`config.mk`:
```
export PLATFORM = sky130hd
export DESIGN_NAME = multicycle_ctrl_flat
export DESIGN_NICKNAME = d
export VERILOG_FILES = /design/src/rtl/multicycle_ctrl_if.sv /design/src/rtl/multicycle_ctrl.sv /design/src/flat_wrapper.sv
export SDC_FILE = /design/constraint.sdc
export NUM_CORES = 1
export LEC_CHECK = 0
export ABC_AREA = 1
export CORE_MARGIN = 2
export CORE_UTILIZATION = 45
export CTS_BUF_LIST = sky130_fd_sc_hd__clkbuf_2 sky130_fd_sc_hd__clkbuf_4 sky130_fd_sc_hd__clkbuf_8
export DETAILED_ROUTE_END_ITERATION = 12
export GPL_TIMING_DRIVEN = 0
export PLACE_DENSITY_LB_ADDON = 0.05
export SYNTH_ARGS = -nofsm -noshare
export SYNTH_HDL_FRONTEND = slang
export SYNTH_SLANG_ARGS = --single-unit
```
`constraint.sdc`:
```
create_clock -name clk -period 1.5 [get_ports clk]
set_input_delay 0.3 -clock clk [delete_from_list [all_inputs] [get_ports clk]]
set_output_delay 0.3 -clock clk [all_outputs]
set_load 0.05 [all_outputs]
```
`src/rtl/multicycle_ctrl_if.sv`:
```
`default_nettype none
// ============================================================================
// Module      : multicycle_ctrl_if
// Description : Control bundle between the multicycle controller and its
//               datapath / shared memory.
//               master : the controller (drives all control strobes)
//               slave  : the datapath side (drives opcode, zero, mem_ready)
//   opcode    [6:0]  instruction register bits [6:0]
//   zero             ALU zero flag
//   mem_ready        shared memory completed the current access
//   mem_req          memory access request
//   mem_we           memory write enable
//   iord             memory address select: 0 = PC, 1 = ALU result
//   ir_we            instruction register load
//   pc_we            PC load
//   pc_src           PC source: 0 = PC+4, 1 = branch target register
//   reg_we           register file write
//   memtoreg         writeback source: 0 = ALU, 1 = memory data
//   alu_src_a        ALU A: 0 = PC, 1 = rs1
//   alu_src_b [1:0]  ALU B: 0 = rs2, 1 = constant 4, 2 = immediate
//   alu_op    [1:0]  00 = add, 01 = subtract, 10 = decode funct
//   retire           one-cycle pulse when an instruction completes
//   err       [1:0]  sticky errors: bit0 illegal opcode, bit1 memory timeout
//   state     [3:0]  current controller state, for debug
// Revision    : 1.0 - initial release
// ============================================================================
interface multicycle_ctrl_if;
  logic [6:0] opcode;
  logic       zero;
  logic       mem_ready;
  logic       mem_req;
  logic       mem_we;
  logic       iord;
  logic       ir_we;
  logic       pc_we;
  logic       pc_src;
  logic       reg_we;
  logic       memtoreg;
  logic       alu_src_a;
  logic [1:0] alu_src_b;
  logic [1:0] alu_op;
  logic       retire;
  logic [1:0] err;
  logic [3:0] state;

  modport master (
    input  opcode, zero, mem_ready,
    output mem_req, mem_we, iord, ir_we, pc_we, pc_src, reg_we, memtoreg,
           alu_src_a, alu_src_b, alu_op, retire, err, state
  );

  modport slave (
    output opcode, zero, mem_ready,
    input  mem_req, mem_we, iord, ir_we, pc_we, pc_src, reg_we, memtoreg,
           alu_src_a, alu_src_b, alu_op, retire, err, state
  );
endinterface
`default_nettype wire

```
`src/rtl/multicycle_ctrl.sv`:
```
`default_nettype none
// ============================================================================
// Module      : multicycle_ctrl
// Description : Control FSM for a multicycle RISC-V style datapath sharing a
//               single memory between instruction fetch and load/store.
//               Memory states are bounded by a wait counter; a stalled access
//               is abandoned after MEM_TIMEOUT cycles and flagged in err[1].
// Ports       : clk   - single clock, rising edge
//               n_rst - asynchronous, active-high reset
//               bus   - multicycle_ctrl_if.master control bundle
// Parameters  : MEM_TIMEOUT - max cycles a memory state waits (2..255)
// Revision    : 1.0 - initial release
// ============================================================================
module multicycle_ctrl #(
  parameter int MEM_TIMEOUT = 16
) (
  input wire                 clk,
  input wire                 n_rst,
  multicycle_ctrl_if.master  bus
);

  typedef enum logic [3:0] {
    S_FETCH  = 4'd0,
    S_DECODE = 4'd1,
    S_EXEC_R = 4'd2,
    S_EXEC_I = 4'd3,
    S_ADDR   = 4'd4,
    S_BRANCH = 4'd5,
    S_MEM_RD = 4'd6,
    S_MEM_WR = 4'd7,
    S_WB_ALU = 4'd8,
    S_WB_MEM = 4'd9
  } state_t;

  // Control strobes that are a pure function of the state.
  typedef struct packed {
    logic       mem_req;
    logic       mem_we;
    logic       iord;
    logic       pc_src;
    logic       reg_we;
    logic       memtoreg;
    logic       alu_src_a;
    logic [1:0] alu_src_b;
    logic [1:0] alu_op;
  } outs_t;

  localparam logic [6:0] c_op_r  = 7'b0110011;
  localparam logic [6:0] c_op_i  = 7'b0010011;
  localparam logic [6:0] c_op_ld = 7'b0000011;
  localparam logic [6:0] c_op_st = 7'b0100011;
  localparam logic [6:0] c_op_br = 7'b1100011;

  // Counter value seen in the last permitted waiting cycle.
  localparam logic [7:0] c_wait_last = 8'(MEM_TIMEOUT - 1);

  // FETCH strobes with the memory request held off, used while in reset.
  localparam outs_t c_reset_outs = '{
    mem_req:   1'b0,
    mem_we:    1'b0,
    iord:      1'b0,
    pc_src:    1'b0,
    reg_we:    1'b0,
    memtoreg:  1'b0,
    alu_src_a: 1'b0,
    alu_src_b: 2'd1,
    alu_op:    2'b00
  };

  function automatic outs_t f_decode(input state_t s);
    outs_t o;
    o = '0;
    case (s)
      S_FETCH: begin
        o.mem_req   = 1'b1;
        o.alu_src_b = 2'd1;
      end
      S_DECODE: begin
        o.alu_src_b = 2'd2;
      end
      S_EXEC_R: begin
        o.alu_src_a = 1'b1;
        o.alu_src_b = 2'd0;
        o.alu_op    = 2'b10;
      end
      S_EXEC_I: begin
        o.alu_src_a = 1'b1;
        o.alu_src_b = 2'd2;
        o.alu_op    = 2'b10;
      end
      S_ADDR: begin
        o.alu_src_a = 1'b1;
        o.alu_src_b = 2'd2;
      end
      S_BRANCH: begin
        o.alu_src_a = 1'b1;
        o.alu_src_b = 2'd0;
        o.alu_op    = 2'b01;
        o.pc_src    = 1'b1;
      end
      S_MEM_RD: begin
        o.mem_req = 1'b1;
        o.iord    = 1'b1;
      end
      S_MEM_WR: begin
        o.mem_req = 1'b1;
        o.mem_we  = 1'b1;
        o.iord    = 1'b1;
      end
      S_WB_ALU: begin
        o.reg_we = 1'b1;
      end
      S_WB_MEM: begin
        o.reg_we   = 1'b1;
        o.memtoreg = 1'b1;
      end
      default: o = '0;
    endcase
    return o;
  endfunction

  state_t     r_state;
  outs_t      r_outs;
  logic [7:0] r_wait_cnt;
  logic [1:0] r_err;

  state_t     w_next_state;
  logic       w_ready;
  logic       w_waiting;
  logic       w_timeout;
  logic       w_illegal;
  logic       w_ir_we;
  logic       w_pc_we;
  logic       w_retire;

  // mem_ready only counts while a request is actually on the bus. The
  // request register is low for the first cycle after reset release, so
  // that cycle neither accepts data nor consumes wait budget.
  assign w_ready = r_outs.mem_req & bus.mem_ready;

  always_comb begin
    w_next_state = r_state;
    w_waiting    = 1'b0;
    w_timeout    = 1'b0;
    w_illegal    = 1'b0;
    w_ir_we      = 1'b0;
    w_pc_we      = 1'b0;
    w_retire     = 1'b0;
    case (r_state)
      S_FETCH: begin
        if (w_ready) begin
          w_ir_we      = 1'b1;
          w_pc_we      = 1'b1;
          w_next_state = S_DECODE;
        end else if (r_outs.mem_req) begin
          w_waiting = 1'b1;
          // A timed-out fetch leaves the PC alone and simply retries.
          if (r_wait_cnt == c_wait_last) begin
            w_timeout = 1'b1;
          end
        end
      end
      S_DECODE: begin
        case (bus.opcode)
          c_op_r:           w_next_state = S_EXEC_R;
          c_op_i:           w_next_state = S_EXEC_I;
          c_op_ld, c_op_st: w_next_state = S_ADDR;
          c_op_br:          w_next_state = S_BRANCH;
          default: begin
            w_illegal    = 1'b1;
            w_retire     = 1'b1;
            w_next_state = S_FETCH;
          end
        endcase
      end
      S_EXEC_R, S_EXEC_I: begin
        w_next_state = S_WB_ALU;
      end
      S_ADDR: begin
        w_next_state = (bus.opcode == c_op_ld) ? S_MEM_RD : S_MEM_WR;
      end
      S_BRANCH: begin
        w_pc_we      = bus.zero;
        w_retire     = 1'b1;
        w_next_state = S_FETCH;
      end
      S_MEM_RD, S_MEM_WR: begin
        if (w_ready) begin
          if (r_state == S_MEM_RD) begin
            w_next_state = S_WB_MEM;
          end else begin
            w_retire     = 1'b1;
            w_next_state = S_FETCH;
          end
        end else begin
          w_waiting = 1'b1;
          // Abandoned data access: the instruction retires, no writeback.
          if (r_wait_cnt == c_wait_last) begin
            w_timeout    = 1'b1;
            w_retire     = 1'b1;
            w_next_state = S_FETCH;
          end
        end
      end
      S_WB_ALU, S_WB_MEM: begin
        w_retire     = 1'b1;
        w_next_state = S_FETCH;
      end
      default: begin
        w_next_state = S_FETCH;
      end
    endcase
  end

  // Strobes are registered from the next state so they are glitch-free and
  // aligned with the state register.
  always_ff @(posedge clk or posedge n_rst) begin
    if (n_rst) begin
      r_state    <= S_FETCH;
      r_outs     <= c_reset_outs;
      r_wait_cnt <= '0;
      r_err      <= '0;
    end else begin
      r_state <= w_next_state;
      r_outs  <= f_decode(w_next_state);
      r_err   <= r_err | {w_timeout, w_illegal};
      // Every state change and every fetch retry starts a fresh wait window.
      if ((w_next_state != r_state) || w_timeout) begin
        r_wait_cnt <= '0;
      end else if (w_waiting) begin
        r_wait_cnt <= r_wait_cnt + 8'd1;
      end
    end
  end

  assign bus.mem_req   = r_outs.mem_req;
  assign bus.mem_we    = r_outs.mem_we;
  assign bus.iord      = r_outs.iord;
  assign bus.pc_src    = r_outs.pc_src;
  assign bus.reg_we    = r_outs.reg_we;
  assign bus.memtoreg  = r_outs.memtoreg;
  assign bus.alu_src_a = r_outs.alu_src_a;
  assign bus.alu_src_b = r_outs.alu_src_b;
  assign bus.alu_op    = r_outs.alu_op;
  assign bus.err       = r_err;
  assign bus.state     = r_state;

  // Input-dependent pulses are masked during reset so an aborted
  // instruction cannot load the PC or IR.
  assign bus.ir_we  = w_ir_we  & ~n_rst;
  assign bus.pc_we  = w_pc_we  & ~n_rst;
  assign bus.retire = w_retire & ~n_rst;

endmodule
`default_nettype wire

```
`src/flat_wrapper.sv`:
```
// flat-port wrapper written by rule: the top's interface ports become plain ports
module multicycle_ctrl_flat 
#(
  parameter int MEM_TIMEOUT = 16
)
  (clk, n_rst, bus_opcode, bus_zero, bus_mem_ready, bus_mem_req, bus_mem_we, bus_iord, bus_ir_we, bus_pc_we, bus_pc_src, bus_reg_we, bus_memtoreg, bus_alu_src_a, bus_alu_src_b, bus_alu_op, bus_retire, bus_err, bus_state);
  multicycle_ctrl_if bus_i ();
  input wire clk;
  input wire n_rst;
  input wire logic [$bits(bus_i.opcode)-1:0] bus_opcode;
  input wire logic [$bits(bus_i.zero)-1:0] bus_zero;
  input wire logic [$bits(bus_i.mem_ready)-1:0] bus_mem_ready;
  output wire logic [$bits(bus_i.mem_req)-1:0] bus_mem_req;
  output wire logic [$bits(bus_i.mem_we)-1:0] bus_mem_we;
  output wire logic [$bits(bus_i.iord)-1:0] bus_iord;
  output wire logic [$bits(bus_i.ir_we)-1:0] bus_ir_we;
  output wire logic [$bits(bus_i.pc_we)-1:0] bus_pc_we;
  output wire logic [$bits(bus_i.pc_src)-1:0] bus_pc_src;
  output wire logic [$bits(bus_i.reg_we)-1:0] bus_reg_we;
  output wire logic [$bits(bus_i.memtoreg)-1:0] bus_memtoreg;
  output wire logic [$bits(bus_i.alu_src_a)-1:0] bus_alu_src_a;
  output wire logic [$bits(bus_i.alu_src_b)-1:0] bus_alu_src_b;
  output wire logic [$bits(bus_i.alu_op)-1:0] bus_alu_op;
  output wire logic [$bits(bus_i.retire)-1:0] bus_retire;
  output wire logic [$bits(bus_i.err)-1:0] bus_err;
  output wire logic [$bits(bus_i.state)-1:0] bus_state;
  assign bus_i.opcode = bus_opcode;
  assign bus_i.zero = bus_zero;
  assign bus_i.mem_ready = bus_mem_ready;
  assign bus_mem_req = bus_i.mem_req;
  assign bus_mem_we = bus_i.mem_we;
  assign bus_iord = bus_i.iord;
  assign bus_ir_we = bus_i.ir_we;
  assign bus_pc_we = bus_i.pc_we;
  assign bus_pc_src = bus_i.pc_src;
  assign bus_reg_we = bus_i.reg_we;
  assign bus_memtoreg = bus_i.memtoreg;
  assign bus_alu_src_a = bus_i.alu_src_a;
  assign bus_alu_src_b = bus_i.alu_src_b;
  assign bus_alu_op = bus_i.alu_op;
  assign bus_retire = bus_i.retire;
  assign bus_err = bus_i.err;
  assign bus_state = bus_i.state;
  multicycle_ctrl #(.MEM_TIMEOUT(MEM_TIMEOUT)) u_core (.clk(clk), .n_rst(n_rst), .bus(bus_i));
endmodule
```
# Word-level counts from Yosys, hierarchy flattened
# Cells that the tools add are included.
[totals]
mem_bits_ro = 0
elab_cells = 94
ramBits = 0
inputBits = 11
output_inout_bits = 20
latch_bits = 0
register_bits = 25
n_memories = 0
[op_classes]
n_lt_le_gt_ge = 0
mux = 35
n_mul = 0
bitwise = 6
n_addsub = 1
n_eq_ne = 25
n_div = 0
shifts = 0
n_reduce_logical = 15
[op_table]
columns = ["op", "n"]
rows = [
  ["$eq A4 B3 Y1 const B", 8],
  ["$mux W1", 21],
  ["$pmux W4 S5", 1],
  ["$eq A4 B2 Y1 const B", 4],
  ["$eq A4 B4 Y1 const B", 4],
  ["$mux W4", 4],
  ["$mux W8", 2],
  ["$eq A7 B6 Y1 const B", 2],
  ["$pmux W3 S4", 1],
  ["$reduce_or A2 Y1", 6],
  ["$reduce_or A3 Y1", 3],
  ["$add A8 B1 Y8 const B", 1],
  ["$eq A4 B1 Y1 const B", 2],
  ["$eq A8 B4 Y1 const B", 1],
  ["$logic_not A4 Y1", 2],
  ["$pmux W2 S2", 2],
  ["$eq A7 B2 Y1 const B", 1],
  ["$eq A7 B5 Y1 const B", 1],
  ["$eq A7 B7 Y1 const B", 1],
  ["$pmux W1 S2", 3],
  ["$reduce_or A5 Y1", 1],
  ["$and A1 B1 Y1", 4],
  ["$ne A4 B4 Y1", 1],
  ["$reduce_or A4 Y1", 1],
  ["other kinds (5)", 5],
]

# Depth between registers and ports, before layout
[logic_depth]
ltp_word = 7
mapped_depth = 12

# Worst setup path before layout
# Ideal clock, no wire load.
[synth_timing]
kind = "register to output"
startpoint = "register u_core.r_state[3] (netlist: u_core.bus.state[3])"
endpoint = "output bus_retire"
path_slack_ns = -0.747
arrival_time_ns = 1.947
required_time_ns = 1.200
stages_incl_launch_ff = 6
path_cell_list = "dfrtp_1 inv_1 nand2_1 nor2_1 a31oi_1 a31oi_1"
[synth_between]
elab_chain_len = 5
elab_cells_between_ends = 12
cone_classes = "eq/ne: 6; mux: 3; bitwise: 1; reduce/logical: 2"
[synth_lines]
columns = ["element", "line_no", "source"]
rows = [
  ["from (decl)", "multicycle_ctrl.sv:122", "state_t r_state;"],
  ["from (signal assigned)", "multicycle_ctrl.sv:224", "r_state <= w_next_state;"],
  ["$eq A4 B3 Y1", "multicycle_ctrl.sv:149, multicycle_ctrl.sv:189", ""],
  ["$mux W1", "multicycle_ctrl.sv:189", "if (r_state == S_MEM_RD) begin"],
  ["$mux W1", "multicycle_ctrl.sv:188", "if (w_ready) begin"],
  ["$pmux W1 S3 *", "multicycle_ctrl.sv:149", "case (r_state)"],
  ["$and A1 B1 Y1 *", "multicycle_ctrl.sv:252", "assign bus.retire = w_retire & ~n_rst;"],
  ["to (decl)", "flat_wrapper.sv:24", "output wire logic [$bits(bus_i.retire)-1:0] bus_retire;"],
]
# Every way passes the cells marked *; elsewhere a longest branch is shown, timed or not.

# Worst setup path in the final report
[layout_timing]
startpoint = "register u_core.r_wait_cnt[1]"
endpoint = "output bus_retire"
[layout_between]
elab_chain_len = 5
[layout_lines]
columns = ["element", "line_no", "source"]
rows = [
  ["from (decl)", "multicycle_ctrl.sv:124", "logic [7:0] r_wait_cnt;"],
  ["from (signal assigned)", "multicycle_ctrl.sv:231", "r_wait_cnt <= r_wait_cnt + 8'd1;"],
  ["$eq A8 B4 Y1", "multicycle_ctrl.sv:198", "if (r_wait_cnt == c_wait_last) begin"],
  ["$mux W1", "multicycle_ctrl.sv:198", ""],
  ["$mux W1", "multicycle_ctrl.sv:188", ""],
  ["$pmux W1 S3", "multicycle_ctrl.sv:149", ""],
  ["$and A1 B1 Y1", "multicycle_ctrl.sv:252", ""],
]
# Every way passes these cells.

==> results.md <==
- The worst reg-to-reg setup slack is -270 ps.
- In this run the number of H-tree levels came out at 1.
- The CTS tree is built.
- The worst min-delay path class is flop to flop.
- Global routing finished with a remaining overflow of 0.
- Counting cells, the worst reg-to-reg path comes to 12.
- Synthesis produced a netlist whose cell count is 169.
- The total number of clock tree sinks is 25.
- The final layout net count is 239.
- A synthesized cell averages 7.97 µm².
- Leaving out fill and tap cells, the most frequent cells in the layout are 21 x sky130_fd_sc_hd__nand2_1, 21 x sky130_fd_sc_hd__inv_1, 19 x sky130_fd_sc_hd__dfrtp_1, 17 x sky130_fd_sc_hd__buf_4.
- The number of fillers in the final layout is 190.
- The worst setup slack after placement is -1010 ps.
- Final hold analysis gives a worst-case slack of 483 ps.
- After layout, the worst path uses 136% of the clock period.
- The final reports fail on negative setup slack.
- The cell area that synthesis handed to floorplanning was 1350 µm².
- The area added between synthesis and finish is 58.2%.
- The terminus of the critical flop-to-flop path is u_core.r_wait_cnt[3].
- The beginning of the worst register-to-register path is u_core.bus.state[3].
- For this block, the initial DRC count from the detailed router was 26.
- The final wirelength is 3440 µm.
- Data on the critical path is required at its endpoint by 1200 ps.
- The clock latency on the worst-skew pair is 340 ps.
- The ratio of cells with drive above 1 in the final layout is 53.1%.
- Setup repair after global routing could not meet its margin everywhere.
- Entering global routing, the biggest net connects 26 pins.
- The instance count after placement with tap cells included is 230.
- The count of buffers added on input and output ports is 30.
- In this run the count of I/O pins placed on the die edge is 31.
- The transition time at the pin with the least slew margin is 940 ps.
- In the final timing run, aggregate negative setup slack is -4040 ps.
- In this run the static leakage power is 1.05 nW.
- The library cell used as clock root buffer is sky130_fd_sc_hd__clkbuf_4.
- For hold timing, the worst endpoint is u_core.bus.err[0].
- The flow ran to the end, but the final reports show violations.
- Data on the critical path arrives at its endpoint at 1740 ps.
- The register clock-pin slew on the reported worst setup and hold paths is 160 ps.
- The region available for standard cell placement spans 2810 µm².
- The multi-input logic area is 850 µm².
- The congestion estimate from routability-driven global placement came to 0.893.
- The number of distinct library cells after synthesis is 24.
- The remaining max-slew budget at the tightest pin is 37.3%.
- After routing the design area is 2130 µm².
- The detail route stage leaves a number of antenna-violating nets equal to 0.
- The total via count in the routed design is 1,331.
- The initial antenna violation count came to 0.
- The worst hold path cell count is 2.
- The utilization after layout is 75.9%.
- Leaving out filler cells and counting taps, the final layout contains 257.
- The maximum clock path buffer count is 2.
- The achievable clock frequency is 491 MHz.
- For the final database, setup skew stands at 19.5 ps.
- The type of the setup path with the least slack is flop to output port.
- The worst setup path is launched from a flop.
- Clock tree synthesis inserted a total of 3 buffers.
- The max-slew violation total from the final report is 0.
- The worst setup path is captured at an output port.
- The startpoint of the lowest-slack hold path is u_core.bus.err[0].
- The worst-case IR drop observed on VDD is 1.30 mV.
- The synthesized design contains 25 register bits.
- Summing the sequential cell areas from Yosys gives 46.6% of the chip area.
- 0 antenna diodes ended up in the layout.
- The shortest clock period the worst path allows after layout is 2040 ps.
- During synthesis, Yosys emitted a total of 0 warnings.
- In this run the power density over the cells is 1370 nW/µm².
- Setup violations remaining at the end of the flow were counted as 19.
- The final worst setup slack is -537 ps.
- The combined global-route utilization of all metal layers is 21.2%.
- For this run, the detailed router's first-pass iteration total came to 4.
- For this run, design rule violations remaining after detail routing come to 0.
- After detailed routing, the average wire length per cell comes to 13.4 µm.
- In this run the cell area measured after placement is 1790 µm².
- Counting every net in the synthesized netlist gives 181.
- The via count of the first global-routing pass is 1,287.
- The hold-fix buffer count after cts is 0.
- Registers take 633 µm².
- The die is 58.7 µm tall.
- The starting density of the core is 48.0%.
- The final hold violation count came to 0.
- The total die area is 3450 µm².
- The worst-path maximum fanout is 2.
- The average vias per placed instance is 5.18.
- The detailed placement HPWL is 2210 µm.
- The chip width is 58.7 µm.
- The wire length of the first global-routing pass is 5560 µm.
- The initialized floorplan defines 19 standard-cell rows.
- The max-cap check violation count is 0.
- Power comes to 2.92 mW.
[timing repair]
item	4_1_cts	5_1_grt
gates resized for setup	95	33
setup endpoints to repair	35	35
cloned	0	0
setup buffers	18	6
pin swaps	20	9
hold endpoints to repair	0	0
[layout make-up]
class / count / share of cell area, %
Timing Repair Buffer: 53 / 21.4
Multi-Input combinational cell: 113 / 39.9
Inverter: 31 / 5.70
Sequential cell: 25 / 29.7
Clock inverter: 1 / 0.411
Tap cell: 31 / 1.82
Clock buffer: 3 / 1.06
[synthesized netlist by cell type]
| library cell | number | area share [%] |
|---|---|---|
| sky130_fd_sc_hd__nand2_1 | 30 | 8.4 |
| sky130_fd_sc_hd__inv_1 | 28 | 7.8 |
| sky130_fd_sc_hd__dfrtp_1 | 24 | 45 |
| sky130_fd_sc_hd__nor2_1 | 21 | 5.9 |
| sky130_fd_sc_hd__nor2_2 | 14 | 6.5 |
| sky130_fd_sc_hd__nand3_1 | 12 | 4.5 |
| sky130_fd_sc_hd__xor2_1 | 6 | 3.9 |
| sky130_fd_sc_hd__nand2_2 | 5 | 2.3 |
| sky130_fd_sc_hd__nand4_1 | 5 | 2.3 |
| sky130_fd_sc_hd__a21oi_1 | 4 | 1.5 |
| sky130_fd_sc_hd__a31oi_1 | 3 | 1.4 |
| sky130_fd_sc_hd__inv_2 | 2 | 0.56 |
| sky130_fd_sc_hd__nand3_2 | 2 | 1.5 |
| sky130_fd_sc_hd__o21ai_0 | 2 | 0.74 |
| sky130_fd_sc_hd__o21ai_1 | 2 | 0.74 |
| sky130_fd_sc_hd__a21boi_2 | 1 | 0.84 |
| sky130_fd_sc_hd__a21oi_2 | 1 | 0.65 |
| sky130_fd_sc_hd__clkinv_1 | 1 | 0.28 |
| sky130_fd_sc_hd__dfstp_2 | 1 | 2.0 |
| sky130_fd_sc_hd__ha_1 | 1 | 0.93 |
| sky130_fd_sc_hd__mux2_2 | 1 | 0.84 |
| sky130_fd_sc_hd__nand2_4 | 1 | 0.84 |
| sky130_fd_sc_hd__or2_2 | 1 | 0.46 |
| sky130_fd_sc_hd__xnor2_1 | 1 | 0.65 |
[worst max path at each step]
stage	startpoint	to	cells past startpoint
after global placement	bus_mem_ready	bus_retire	8
after floorplan	u_core.r_wait_cnt[1]	bus_retire	9
after global routing	u_core.r_wait_cnt[1]	bus_retire	10
after CTS	u_core.r_wait_cnt[1]	bus_retire	10
after detailed placement	bus_mem_ready	bus_retire	8
final	u_core.r_wait_cnt[1]	bus_retire	10
[report_power, final]
group / switching (mW) / internal, mW
combinational: 1.10 / 0.627
clock: 0.220 / 0.109
sequential: 0.0788 / 0.782
[logic make-up after synthesis]
family,after synthesis,share of synthesized area [%]
adders and majority gates,1,0.929
and+or+nand+nor,91,32.6
DFF,25,46.6
muxes,1,0.836
AOI/OAI and AO/OA,13,5.86
buffers and inverters,31,8.64
xor gates and xnor gates,7,4.55
[worst max-delay path, stage by stage, from the launching register on]
cell and delay [ps]:
sky130_fd_sc_hd__dfrtp_1 390, sky130_fd_sc_hd__ha_2 190, sky130_fd_sc_hd__nand2_2 50, sky130_fd_sc_hd__nor2_2 100
sky130_fd_sc_hd__inv_1 50, sky130_fd_sc_hd__nor2_1 80, sky130_fd_sc_hd__nand2_1 70, sky130_fd_sc_hd__nand2_1 70
sky130_fd_sc_hd__nand2_2 60, sky130_fd_sc_hd__a31oi_4 150, sky130_fd_sc_hd__buf_6 180
[metal layers]
metal	global-route usage, %	vias up	wire length [µm]	part of all wire, %
li1	-	641	-	-
met1	25.5	640	1380	40
met2	38.2	37	1810	52
met3	4.18	13	162	4.7
met4	6.49	0	93	2.7
met5	0	-	0	0
[flip-flops by register name (all words and copies together) (netlist names), 2 cells and up]
signal,flops
u_core.bus.alu_op,2
u_core.bus.alu_src_b,2
u_core.bus.err,2
u_core.bus.state,4
u_core.r_wait_cnt,8
Power figures use the tool's default switching activity.
